<file path="src/rtl/barrel_shifter_arbiter.sv">
// Round-robin front end that shares one external barrel_shifter between N
// requesters. S1 holds the granted operand and drives the shifter; S2 captures
// the shifter result and presents it on rsp_*.

// Per-requester lane: flags a valid request at or above the round-robin pointer.
module bsa_lane #(
    parameter int LOG2N = 2,
    parameter int IDX   = 0
) (
    input  logic             valid,
    input  logic [LOG2N-1:0] rr_ptr,
    output logic             hi
);
    assign hi = valid && (int'(rr_ptr) <= IDX);
endmodule

module barrel_shifter_arbiter #(
    parameter int W     = 64,
    parameter int LOG2W = 6,
    parameter int N     = 4,
    parameter int LOG2N = 2
) (
    input  logic               clk,
    input  logic               arst_n,
    input  logic [N-1:0]       req_valid,
    output logic [N-1:0]       req_ready,
    input  logic [N-1:0]       req_dir,
    input  logic [N-1:0]       req_op,
    input  logic [N-1:0]       req_shift_t,
    input  logic [N*LOG2W-1:0] req_sel,
    input  logic [N*W-1:0]     req_data,
    output logic               bs_dir,
    output logic               bs_op,
    output logic               bs_shift_t,
    output logic [LOG2W-1:0]   bs_sel,
    output logic [W-1:0]       bs_in,
    input  logic [W-1:0]       bs_out,
    output logic               rsp_valid,
    input  logic               rsp_ready,
    output logic [LOG2N-1:0]   rsp_id,
    output logic [W-1:0]       rsp_data
);
    localparam int STAGES = 2;

    // vld_pipe[0] is this cycle's accept, [1] is S1 valid, [2] is S2 valid
    logic [STAGES:0]             vld_pipe;
    logic [N-1:0]                hi_mask;
    logic [LOG2N-1:0]            rr_ptr;
    logic [LOG2N-1:0]            gnt_idx;
    logic                        gnt_any;
    logic                        adv1;
    logic                        adv2;
    logic [LOG2N-1:0]            s1_id;
    logic [N-1:0][W-1:0]         data_a;
    logic [N-1:0][LOG2W-1:0]     sel_a;

    assign data_a = req_data;
    assign sel_a  = req_sel;

    genvar k;
    generate
        for (k = 0; k < N; k++) begin : g_lane
            bsa_lane #(.LOG2N(LOG2N), .IDX(k)) u_lane (
                .valid  (req_valid[k]),
                .rr_ptr (rr_ptr),
                .hi     (hi_mask[k])
            );
        end
    endgenerate

    // S2 moves when empty or drained; S1 moves when empty or S2 moves
    assign adv2 = !vld_pipe[2] || rsp_ready;
    assign adv1 = !vld_pipe[1] || adv2;

    // Lowest valid at/above rr_ptr wins; otherwise wrap to the lowest valid overall
    always_comb begin
        gnt_idx = '0;
        gnt_any = 1'b0;
        for (int i = N - 1; i >= 0; i--) begin
            if (req_valid[i]) begin
                gnt_idx = LOG2N'(i);
                gnt_any = 1'b1;
            end
        end
        for (int i = N - 1; i >= 0; i--) begin
            if (hi_mask[i]) gnt_idx = LOG2N'(i);
        end
    end

    // One-hot ready toward the winner, gated by S1 being able to take it
    always_comb begin
        req_ready          = '0;
        req_ready[gnt_idx] = adv1 && gnt_any;
    end

    assign vld_pipe[0] = adv1 && gnt_any;

    // S1 operand register and round-robin pointer
    always_ff @(posedge clk or negedge arst_n) begin
        if (!arst_n) begin
            vld_pipe[1] <= 1'b0;
            s1_id       <= '0;
            rr_ptr      <= '0;
            bs_dir      <= 1'b0;
            bs_op       <= 1'b0;
            bs_shift_t  <= 1'b0;
            bs_sel      <= '0;
            bs_in       <= '0;
        end else if (adv1) begin
            vld_pipe[1] <= vld_pipe[0];
            if (vld_pipe[0]) begin
                s1_id      <= gnt_idx;
                rr_ptr     <= (gnt_idx == LOG2N'(N - 1)) ? '0 : gnt_idx + LOG2N'(1);
                bs_dir     <= req_dir[gnt_idx];
                bs_op      <= req_op[gnt_idx];
                bs_shift_t <= req_shift_t[gnt_idx];
                bs_sel     <= sel_a[gnt_idx];
                bs_in      <= data_a[gnt_idx];
            end
        end
    end

    // S2 result register captures the shifter output
    always_ff @(posedge clk or negedge arst_n) begin
        if (!arst_n) begin
            vld_pipe[2] <= 1'b0;
            rsp_id      <= '0;
            rsp_data    <= '0;
        end else if (adv2) begin
            vld_pipe[2] <= vld_pipe[1];
            if (vld_pipe[1]) begin
                rsp_id   <= s1_id;
                rsp_data <= bs_out;
            end
        end
    end

    assign rsp_valid = vld_pipe[2];

endmodule
</file>
<file path="config.mk">
export PLATFORM = sky130hd
export DESIGN_NAME = barrel_shifter_arbiter
export DESIGN_NICKNAME = d
export VERILOG_FILES = /design/src/rtl/barrel_shifter_arbiter.sv
export SDC_FILE = /design/constraint.sdc
export NUM_CORES = 1
export LEC_CHECK = 0
export ABC_AREA = 1
export CORE_AREA = 4 4 197 199
export CTS_BUF_LIST = sky130_fd_sc_hd__clkbuf_16
export CTS_CLUSTER_DIAMETER = 80
export DETAILED_ROUTE_END_ITERATION = 16
export DIE_AREA = 0 0 201 203
export PLACE_DENSITY = 0.65
export SETUP_SLACK_MARGIN = 0.2
export SYNTH_ARGS = -nofsm -noshare
export SYNTH_HDL_FRONTEND = slang
export SYNTH_SLANG_ARGS = --single-unit
</file>
<file path="constraint.sdc">
create_clock -name clk -period 2.4 [get_ports clk]
set_clock_uncertainty 0.2 [all_clocks]
set_input_delay 0.48 -clock clk [delete_from_list [all_inputs] [get_ports clk]]
set_output_delay 0.48 -clock clk [all_outputs]
set_load 0.01 [all_outputs]
</file>
# Yosys cells after proc, flatten, opt, wreduce, memory -nomap -nowiden

Index checks and enable logic that the tools add are counted.

$add $sub $neg: 1
Multipliers: 0
Divide/modulo/power cells: 0
$lt $le $gt $ge: 5
Eq/ne operators: 1
Shifts and indexed selects: 0
Mux-type cells: 24
Bitwise operators: 1
Reduce and logical (&&, ||, !) cells: 11

Operators with widths:

| operator                                                                          | count |
|---|---|
| 64-bit binary-select mux with 2-bit select                                        | 1 |
| 64-bit 2-to-1 mux                                                                 | 1 |
| 2-bit 2-to-1 mux                                                                  | 8 |
| 6-bit binary-select mux with 2-bit select                                         | 1 |
| 1-bit 2-to-1 mux                                                                  | 8 |
| 1-bit binary-select mux with 2-bit select                                         | 3 |
| 6-bit 2-to-1 mux                                                                  | 1 |
| 1-bit logical AND                                                                 | 5 |
| 4-bit bitwise AND                                                                 | 1 |
| 2-bit by 1-bit less-or-equal comparator with 1-bit output (second input constant) | 2 |
| 2-bit AND reduction                                                               | 2 |
| 2-bit by 3-bit less-than comparator with 1-bit output (second input constant)     | 1 |
| 2-bit by 1-bit adder with 2-bit output (second input constant)                    | 1 |
| 1-bit demux with 2-bit select                                                     | 1 |
| 2-bit == test (second input constant)                                             | 1 |
| 2-bit by 1-bit >= comparator with 1-bit output (second input constant)            | 1 |
| 2-bit less-or-equal comparator (second input constant)                            | 1 |
| 1-bit logical NOT                                                                 | 2 |
| 1-bit logical OR                                                                  | 2 |

Flip-flop bits (word level): 145
Latch bits: 0
Bits in writable memories: 0
Bits in read-only memories: 0
Input port bits: 363
Output and inout bits: 144
Logic and storage cells: 54
Memories: 0

# Depth between registers and ports, before layout

Gate-level depths: netlist of the first run.

Depth after elaboration: 12
Gate-level depth with buffers: 13
Mapped depth without buffers: 11

# By module

From an unflattened synthesis of the first run, not the netlist that was laid out.

Cells, all modules: 1,129
Area total of the unflattened synthesis: 8,550.7 sq um

Modules (own cells, without submodules):

| module                       | times used | cells an instance | area each (sq um) | sequential area each (sq um) |
|---|---|---|---|---|
| barrel_shifter_arbiter       | 1          | 1,121             | 8,506.9           | 3,628.5 |
| bsa_lane at g_lane[0].u_lane | 1          | 3                 | 13.8              | 0.0 |
| bsa_lane at g_lane[2].u_lane | 1          | 2                 | 12.5              | 0.0 |
| bsa_lane at g_lane[1].u_lane | 1          | 2                 | 10.0              | 0.0 |
| bsa_lane at g_lane[3].u_lane | 1          | 1                 | 7.5               | 0.0 |

# Worst setup path before layout of the first run

Ideal clock, no wire load.

Kind: input-to-output
From: input port req_valid[0]
To: output port req_ready[1]
Arrival: 1,467 ps
Data required time: 1,720 ps
Path slack: 253 ps
Stages on the path: 11
Buffers on the path: 2
Cells stage by stage: inv_2 -> nand2_1 -> nand2_1 -> nand2_1 -> nand2_1 -> nand2_2 -> buf_4 -> buf_2 -> nor2_1 -> inv_1 -> nor2_1

Longest elaborated chain between the ends: 10
Elaborated cells on any way between the ends: 14
Classes of those cells: order compare: 2; mux: 8; bitwise: 1; reduce/logical: 3

Ends and longest elaborated chain:

| element                                                                                                                                       | RTL line | RTL |
|---|---|---|
| start, declared                                                                                                                               | 25       | `input logic [N-1:0] req_valid,` |
| 2-bit 2-to-1 mux                                                                                                                              | 80       | `if (req_valid[i]) begin` |
| 2-bit 2-to-1 mux (4 in series)                                                                                                                | 86       | `if (hi_mask[i]) gnt_idx = LOG2N'(i);` |
| 2-bit by 3-bit less-than comparator with 1-bit output (not written as such) or 2-bit by 1-bit >= comparator with 1-bit output (tied branches) | 93       | `req_ready[gnt_idx] = adv1 && gnt_any;` |
| 1-bit logical AND                                                                                                                             | 93       |  |
| 1-bit 2-to-1 mux (not written as such)                                                                                                        | 93       |  |
| 1-bit demux with 2-bit select                                                                                                                 | 93       |  |
| 4-bit bitwise AND (no line) (*)                                                                                                               | n/a      |  |
| end, declared                                                                                                                                 | 26       | `output logic [N-1:0] req_ready,` |

Every way passes the cells marked *; elsewhere a longest branch is shown, timed or not.

# Worst setup path after layout of the first run

From: register rr_ptr[1]
To: output port req_ready[0]

Longest elaborated chain between the ends: 10
Elaborated cells on any way between the ends: 15
Classes of those cells: order compare: 5; mux: 5; bitwise: 1; reduce/logical: 4

Ends and longest elaborated chain:

| element                                                                                                                                       | RTL line | RTL |
|---|---|---|
| start, declared                                                                                                                               | 48       | `logic [LOG2N-1:0] rr_ptr;` |
| start signal, assigned                                                                                                                        | 113      | `rr_ptr <= (gnt_idx == LOG2N'(N - 1)) ? '0 : gnt_idx + LOG2N'(1);` |
| 2-bit less-or-equal comparator                                                                                                                | 14       | `assign hi = valid && (int'(rr_ptr) <= IDX);` |
| 1-bit logical AND                                                                                                                             | 14       |  |
| 2-bit 2-to-1 mux (2 in series)                                                                                                                | 86       |  |
| 2-bit 2-to-1 mux (*)                                                                                                                          | 86       |  |
| 2-bit by 3-bit less-than comparator with 1-bit output (not written as such) or 2-bit by 1-bit >= comparator with 1-bit output (tied branches) | 93       |  |
| 1-bit logical AND                                                                                                                             | 93       |  |
| 1-bit 2-to-1 mux (not written as such)                                                                                                        | 93       |  |
| 1-bit demux with 2-bit select (*)                                                                                                             | 93       |  |
| 4-bit bitwise AND (no line) (*)                                                                                                               | n/a      |  |

Marks and branches as above.

==> out/results.ini, run 1 <==
[detailed_routing]
drtIter0Drc = 441
vias = 10300
firstDrtPassIters = 5
drc = 0
wire_per_inst_um = 16.7
antenna_left = 0
via_per_inst = 4.42
drt_wl_total_um = 39000

[sta]
final_max_slew_viol_count = 0
hold_viol = 0
fmax_mhz = 430
rsz0062_at_grt = yes
slew_headroom_pct = 49.5
tightest_slew_ns = 0.757
layout_min_cycle_time_ns = 2.33
setup_viol_count_final = 0
post-route-period-util_pct = 96.9
whs_ns = 0.278
finalWorstSetupSlack_ns = 0.0742

[logic_synthesis]
yosysSeqAreaShare_pct = 39.5
syn_area_per_cell_um2 = 6.71
syn_inst = 1368
synth_flop_cell = dfrtp_1
synth_top_area_cell = dfrtp_1
async_flop_share_pct = 100
synth_area_um2 = 9180
synth-seq-cells = 145
ys_types = 18
synth_top_area_share_pct = 39.5
ys_top_cells_by_area = dfrtp_1 (40%), nand2_1 (19%), nand3_1 (16%)
synth_warnings = 0
synth_edf_count = 0
synth_nets = 1732
synth_common_cells = nand2_1 (454), inv_1 (301), nand3_1 (294)
synth_most_common_cell = nand2_1

[cts]
cts_tree = built
worstSkewPairLatency_ns = 0.42
cts_buffers = 17
cts_max_level = 4
clockBufferDepth = 2
clkSinkCount = 145
cts-root-buf = clkbuf_16
cts.clk_slew.worst_paths_ns = 0.06

[worst_hold_path]
min_path_type = flip-flop to flip-flop

[layout]
drive_gt1_share_pct = 8.78
final_util_pct = 41.7
area_delta_synth_final_pct = 69.3
num-nets-final = 2208
final.fill_count = 3808

[floorplanning]
die_h_um = 203
io_pins = 507
die_area_um2 = 40800
rows = 71
die_w_um = 201
initial_utilization_pct = 24.7
coreArea_um2 = 37200

[pwr]
p_per_area_nw_per_um2 = 906
sw_frac_of_total_pct = 40.7
switchingPower_w = 0.00573
comb_power_share_pct = 53.4
ir_worst_vdd_v = 0.000505
clkPwrFrac_pct = 19.1
p_int_w = 0.00835
seqPwrFrac_pct = 27.5
p_leak_nw = 8.05

[placed_design]
place_ws_ns = -0.638
routabilityCongestion = 0.928
place_hpwl_um = 29200
port-buffer-count = 506

[worst_setup_path]
path_max_fanout = 3
worstPathCellList = inv_2 -> nand3_4 -> nand2_4 -> o21bai_4 -> ha_4 -> inv_2 -> nor2_1 -> buf_2
crit_top_cell = inv_2
required_ns = 1.72
slowest_stage = dfrtp_1
cp.arrival_ns = 1.65
path_class = flip-flop to output port
critPathMaxStageDelay_ns = 0.40
end_kind = output port
cp-start-kind = flip-flop

[run]
maxCapViolCount = 0

[grt]
grtUsageTotal_pct = 18.3
first_global_vias = 10300
grt_max_degree = 100
grt-ovfl-total = 0
antenna_found_initial = 4
grt_first_pass_wirelength_um = 59000

[outcome]
status = finished clean

==> path summary, 6_finish.rpt <==
kind,start,endpoint,slack (ns),depth (start not counted)
max in group asynchronous,arst_n,rsp_data[24],1.01,3
worst min register to register,bs_in[49],bs_in[49],0.28,2
worst max-delay path,rr_ptr[1],req_ready[0],0.07,8
worst max register to register,rr_ptr[1],bs_in[19],0.19,10
min in group asynchronous,arst_n,rsp_data[50],0.34,2
worst min-delay path,bs_in[49],bs_in[49],0.28,2
==> critical path, delay by kind of cell, from the launching register on <==
family / cells / cell delay (ns)
buffers and inverters: 3 / 0.28
AOI/OAI and AO/OA: 1 / 0.13
adders and majority gates: 1 / 0.15
DFF: 1 / 0.40
and+or+nand+nor: 3 / 0.25
==> timing repair <==
| action | CTS | global route |
|---|---|---|
| hold buffers | 1 | 0 |
| endpoints found under the hold margin | 37 | 0 |
| setup buffers | 0 | 6 |
| setup endpoints to repair | 80 | 73 |
| pin swaps | 3 | 11 |
| gates resized for setup | 35 | 29 |
==> kinds of logic after synthesis <==
| group | synth area share, % |
|---|---|
| multiplexers | 7.85 |
| flip-flops | 39.5 |
| AND/OR/NAND/NOR | 35.1 |
| adder cells (fa/ha/maj) | 0.136 |
| buffers and inverters | 16.9 |
| AO/OA/AOI/OAI | 0.572 |
==> routing by layer <==
layer	vias up	track usage, %	routed length, um
met5	-	0	13
met4	2	6.51	1020
met3	45	5.24	3290
met2	447	32.6	19400
met1	4743	21.0	15300
li1	5073	-	-
==> power by group through the flow <==
| stage | clock, W | combinational, W | sequential, W |
|---|---|---|---|
| 4_1_cts | 0.00278 | 0.00746 | 0.00388 |
| 2_1_floorplan | 0 | 0.00328 | 0.00426 |
| 6_report | 0.00268 | 0.00753 | 0.00387 |
| 3_3_place_gp | 0 | 0.00737 | 0.00387 |
| 5_1_grt | 0.00288 | 0.00822 | 0.00398 |
| 3_5_place_dp | 0 | 0.00742 | 0.00390 |
==> flip-flops by register name (all words and copies together), names as in the netlist <==
| name | cells |
|---|---|
| bs_dir | 1 |
| bs_in | 64 |
| bs_op | 1 |
| bs_sel | 6 |
| bs_shift_t | 1 |
| rr_ptr | 2 |
| rsp_data | 64 |
| rsp_id | 2 |
| rsp_valid | 1 |
| s1_id | 2 |
| vld_pipe | 1 |
==> metrics by stage <==
stage | cell area, um^2 | total power (W) | setup TNS (ns) | cells
2_1_floorplan | 9180 | 0.00753 | 0 | 1368
3_3_place_gp | 14800 | 0.0112 | -36.80 | 2292
3_5_place_dp | 14800 | 0.0113 | -37.95 | 2292
4_1_cts | 15400 | 0.0141 | 0 | 2325
5_1_grt | 15500 | 0.0151 | -0.0452 | 2332
6_report | 15500 | 0.0141 | 0 | 2333
==> final cells by class <==
| class | count | area, um^2 | share of cell area (%) |
|---|---|---|---|
| repair buffers | 544 | 5450 | 35.0 |
| multi-input cells | 832 | 4150 | 26.7 |
| flip-flops and latches | 145 | 3630 | 23.4 |
| inverters | 304 | 1140 | 7.36 |
| well taps | 474 | 593 | 3.82 |
| clock buffers | 17 | 425 | 2.74 |
| clock inverters | 15 | 148 | 0.950 |
| diodes | 2 | 5.00 | 0.0322 |
==> layout by cell type (no fill, tap or decap), types with 3 or more instances in the layout <==
| cell | count |
|---|---|
| clkdlybuf4s50_1 | 497 |
| nand2_1 | 444 |
| inv_1 | 299 |
| nand3_1 | 294 |
| dfrtp_1 | 145 |
| mux2_2 | 64 |
| buf_4 | 22 |
| clkbuf_16 | 17 |
| nand2_4 | 8 |
| o21ai_0 | 6 |
| buf_6 | 6 |
| inv_2 | 5 |
| buf_12 | 5 |
| inv_6 | 4 |
| dlygate4sd2_1 | 4 |
| buf_2 | 4 |
| nor2_1 | 3 |
| inv_8 | 3 |
| clkinvlp_4 | 3 |
| buf_8 | 3 |
Note: power is estimated with default switching activity, not from simulation.
==> run 2, diff against run 1 <==
--- a/config.mk
+++ b/config.mk
@@ -12,7 +12,6 @@
 export DETAILED_ROUTE_END_ITERATION = 16
 export DIE_AREA = 0 0 201 203
 export PLACE_DENSITY = 0.65
-export SETUP_SLACK_MARGIN = 0.2
 export SYNTH_ARGS = -nofsm -noshare
 export SYNTH_HDL_FRONTEND = slang
 export SYNTH_SLANG_ARGS = --single-unit
==> run 2 against run 1 <==
Against the previous run: non-clock buffer count down 4; combinational power shrank 2%; die area did not move; largest power group unchanged; first-iteration DRC count is 2.5% lower; highest routed layer unchanged; design area decreased by 0.81%; count of clock-buffer cells in the layout unchanged.
==> out/results.ini, run 2 (synthesized netlist as in run 1, its figures left out) <==
[sta]
hold_viol = 0  ; unchanged
tightest_slew_ns = 1.06  ; +0.306 ns
whs_ns = 0.277  ; -0.000461 ns
setup_viol_count_final = 0  ; unchanged
fin_setup_tns_ns = 0  ; unchanged
slew_headroom_pct = 29.1  ; -20 points
layout_min_cycle_time_ns = 2.36  ; +0.0323 ns
post-route-period-util_pct = 98.3  ; +1.3 points
fmax_mhz = 424  ; -1.4%
rsz0062_at_grt = yes
final_max_slew_viol_count = 0  ; unchanged

[run]
maxCapViolCount = 0  ; unchanged

[layout]
drive_gt1_share_pct = 8.36  ; -0.41 points
reg_top3 = bs_in x64, rsp_data x64, bs_sel x6
final_area_um2 = 15400  ; -0.81%
layout_common_cells = clkdlybuf4s50_1 (497), nand2_1 (445), inv_1 (301)
num-nets-final = 2204  ; -0.18%
area_delta_synth_final_pct = 67.9
final_common_cell = clkdlybuf4s50_1
final_util_pct = 41.4  ; -0.34 points

[detailed_routing]
drt_wl_total_um = 38700  ; -0.80%
firstDrtPassIters = 7  ; +2
wire_per_inst_um = 16.6  ; -0.58%
drc = 0  ; unchanged
via_per_inst = 4.42  ; +0.12%
antenna_left = 0  ; unchanged
drtIter0Drc = 430  ; -2.5%
vias = 10300  ; -0.097%

[placed_design]
port-buffer-count = 506  ; unchanged
routabilityCongestion = 0.928  ; unchanged
dpl_cell_area_um2 = 14800  ; unchanged
place_hpwl_um = 29200  ; unchanged

[worst_setup_path]
required_ns = 1.72  ; about the same
rr_endpoint = bs_in[10]
slowest_stage = dfrtp_1
path_class = flip-flop to output port
crit_family = buffers and inverters
timing.rr.start = rr_ptr[0]
r2r_slack_ns = 0.17  ; -0.02 ns
cp-start-kind = flip-flop
worstPathCellList = inv_2 -> nand3_4 -> buf_6 -> nand2_4 -> ha_2 -> inv_1 -> nor2_1 -> buf_2
path_max_fanout = 4  ; +1
cp.arrival_ns = 1.68  ; +0.03 ns
end_kind = output port
critPathMaxStageDelay_ns = 0.39  ; about the same
critPathBufInv = 4  ; +1
r2r_cells = 8  ; -2

[cts]
cts_buffers = 17  ; unchanged
cts_max_level = 4  ; unchanged
cts-root-buf = clkbuf_16
cts_tree = built
clockBufferDepth = 2  ; unchanged
cts.clk_slew.worst_paths_ns = 0.06  ; about the same
worstSkewPairLatency_ns = 0.42  ; about the same
clkSinkCount = 145  ; unchanged

[grt]
antenna_found_initial = 3  ; -1
grt_max_degree = 100  ; unchanged
grtUsageTotal_pct = 18.3  ; about the same
grt-ovfl-total = 0  ; unchanged
grt_first_pass_wirelength_um = 59000  ; about the same
first_global_vias = 10300  ; -0.097%

[floorplanning]
io_pins = 507  ; unchanged
coreArea_um2 = 37200  ; unchanged
rows = 71  ; unchanged
initial_utilization_pct = 24.7  ; unchanged
die_area_um2 = 40800  ; unchanged
die_w_um = 201  ; unchanged
die_h_um = 203  ; unchanged

[outcome]
status = finished clean

[worst_hold_path]
hold_end = bs_in[49]
worstHoldStart = bs_in[49]
min_path_type = flip-flop to flip-flop
min_path_cells = 2  ; unchanged

[pwr]
p_per_area_nw_per_um2 = 904  ; -0.28%
ir_worst_vdd_v = 0.000551  ; +9.2%
p_leak_nw = 8.00  ; -0.65%

run 2: how the worst max path moves through the flow:
stage,endpoint,startpoint,cells past startpoint,slack (ns)
6_report,req_ready[0],rr_ptr[1],8,0.04
5_1_grt,req_ready[0],rr_ptr[1],8,-0.05
4_1_cts,req_ready[0],rr_ptr[1],8,0.02
3_5_place_dp,req_ready[2],req_valid[2],8,-0.64
3_3_place_gp,bs_in[10],req_valid[0],12,-0.63
2_1_floorplan,req_ready[1],req_valid[0],11,0.25
run 2: final cells by class:
| cell class | count | area [um^2] |
|---|---|---|
| fillers | 3833 | 21800 |
| inverters | 304 | 1140 |
| clock buffers | 17 | 425 |
| multi-input cells | 832 | 4100 |
| clock inverters | 15 | 148 |
| repair buffers | 540 | 5380 |
| well taps | 474 | 593 |
| diodes | 1 | 2.50 |
| flip-flops and latches | 145 | 3630 |
run 2: stage by stage:
step / total power [W] / std cells / worst slack, ns
after floorplan: 0.00753 / 1368 / 0.253
after global placement: 0.0112 / 2292 / -0.626
after detailed placement: 0.0113 / 2292 / -0.638
after CTS: 0.0141 / 2325 / 0.0156
after global routing: 0.0149 / 2327 / -0.0502
final: 0.0139 / 2328 / 0.0418
run 2: layer usage:
metal	wire, um	vias up	global-route usage [%]
li1	-	5062	-
met3	3370	48	5.24
met1	15000	4731	21.0
met2	19200	457	32.7
met4	1060	2	6.42
met5	13	-	0
run 2: what timing repair did:
action	in CTS	in global routing
setup endpoints to repair	51	52
setup buffers	0	2
pin swaps	1	5
hold buffers	1	0
resized for setup	26	11
endpoints found under the hold margin	37	0
run 2: worst min-delay path: cells and delay by family (launching register included):
kind             cells  cell delay, ns
DFF                  1            0.34
and+or+nand+nor      2            0.11
run 2: power breakdown:
part           total, W  internal (W)  switching, W  leakage (nW)
clock network   0.00268       0.00146       0.00122         0.278
logic           0.00738       0.00346       0.00392          6.00
registers       0.00387       0.00335      0.000520          1.72
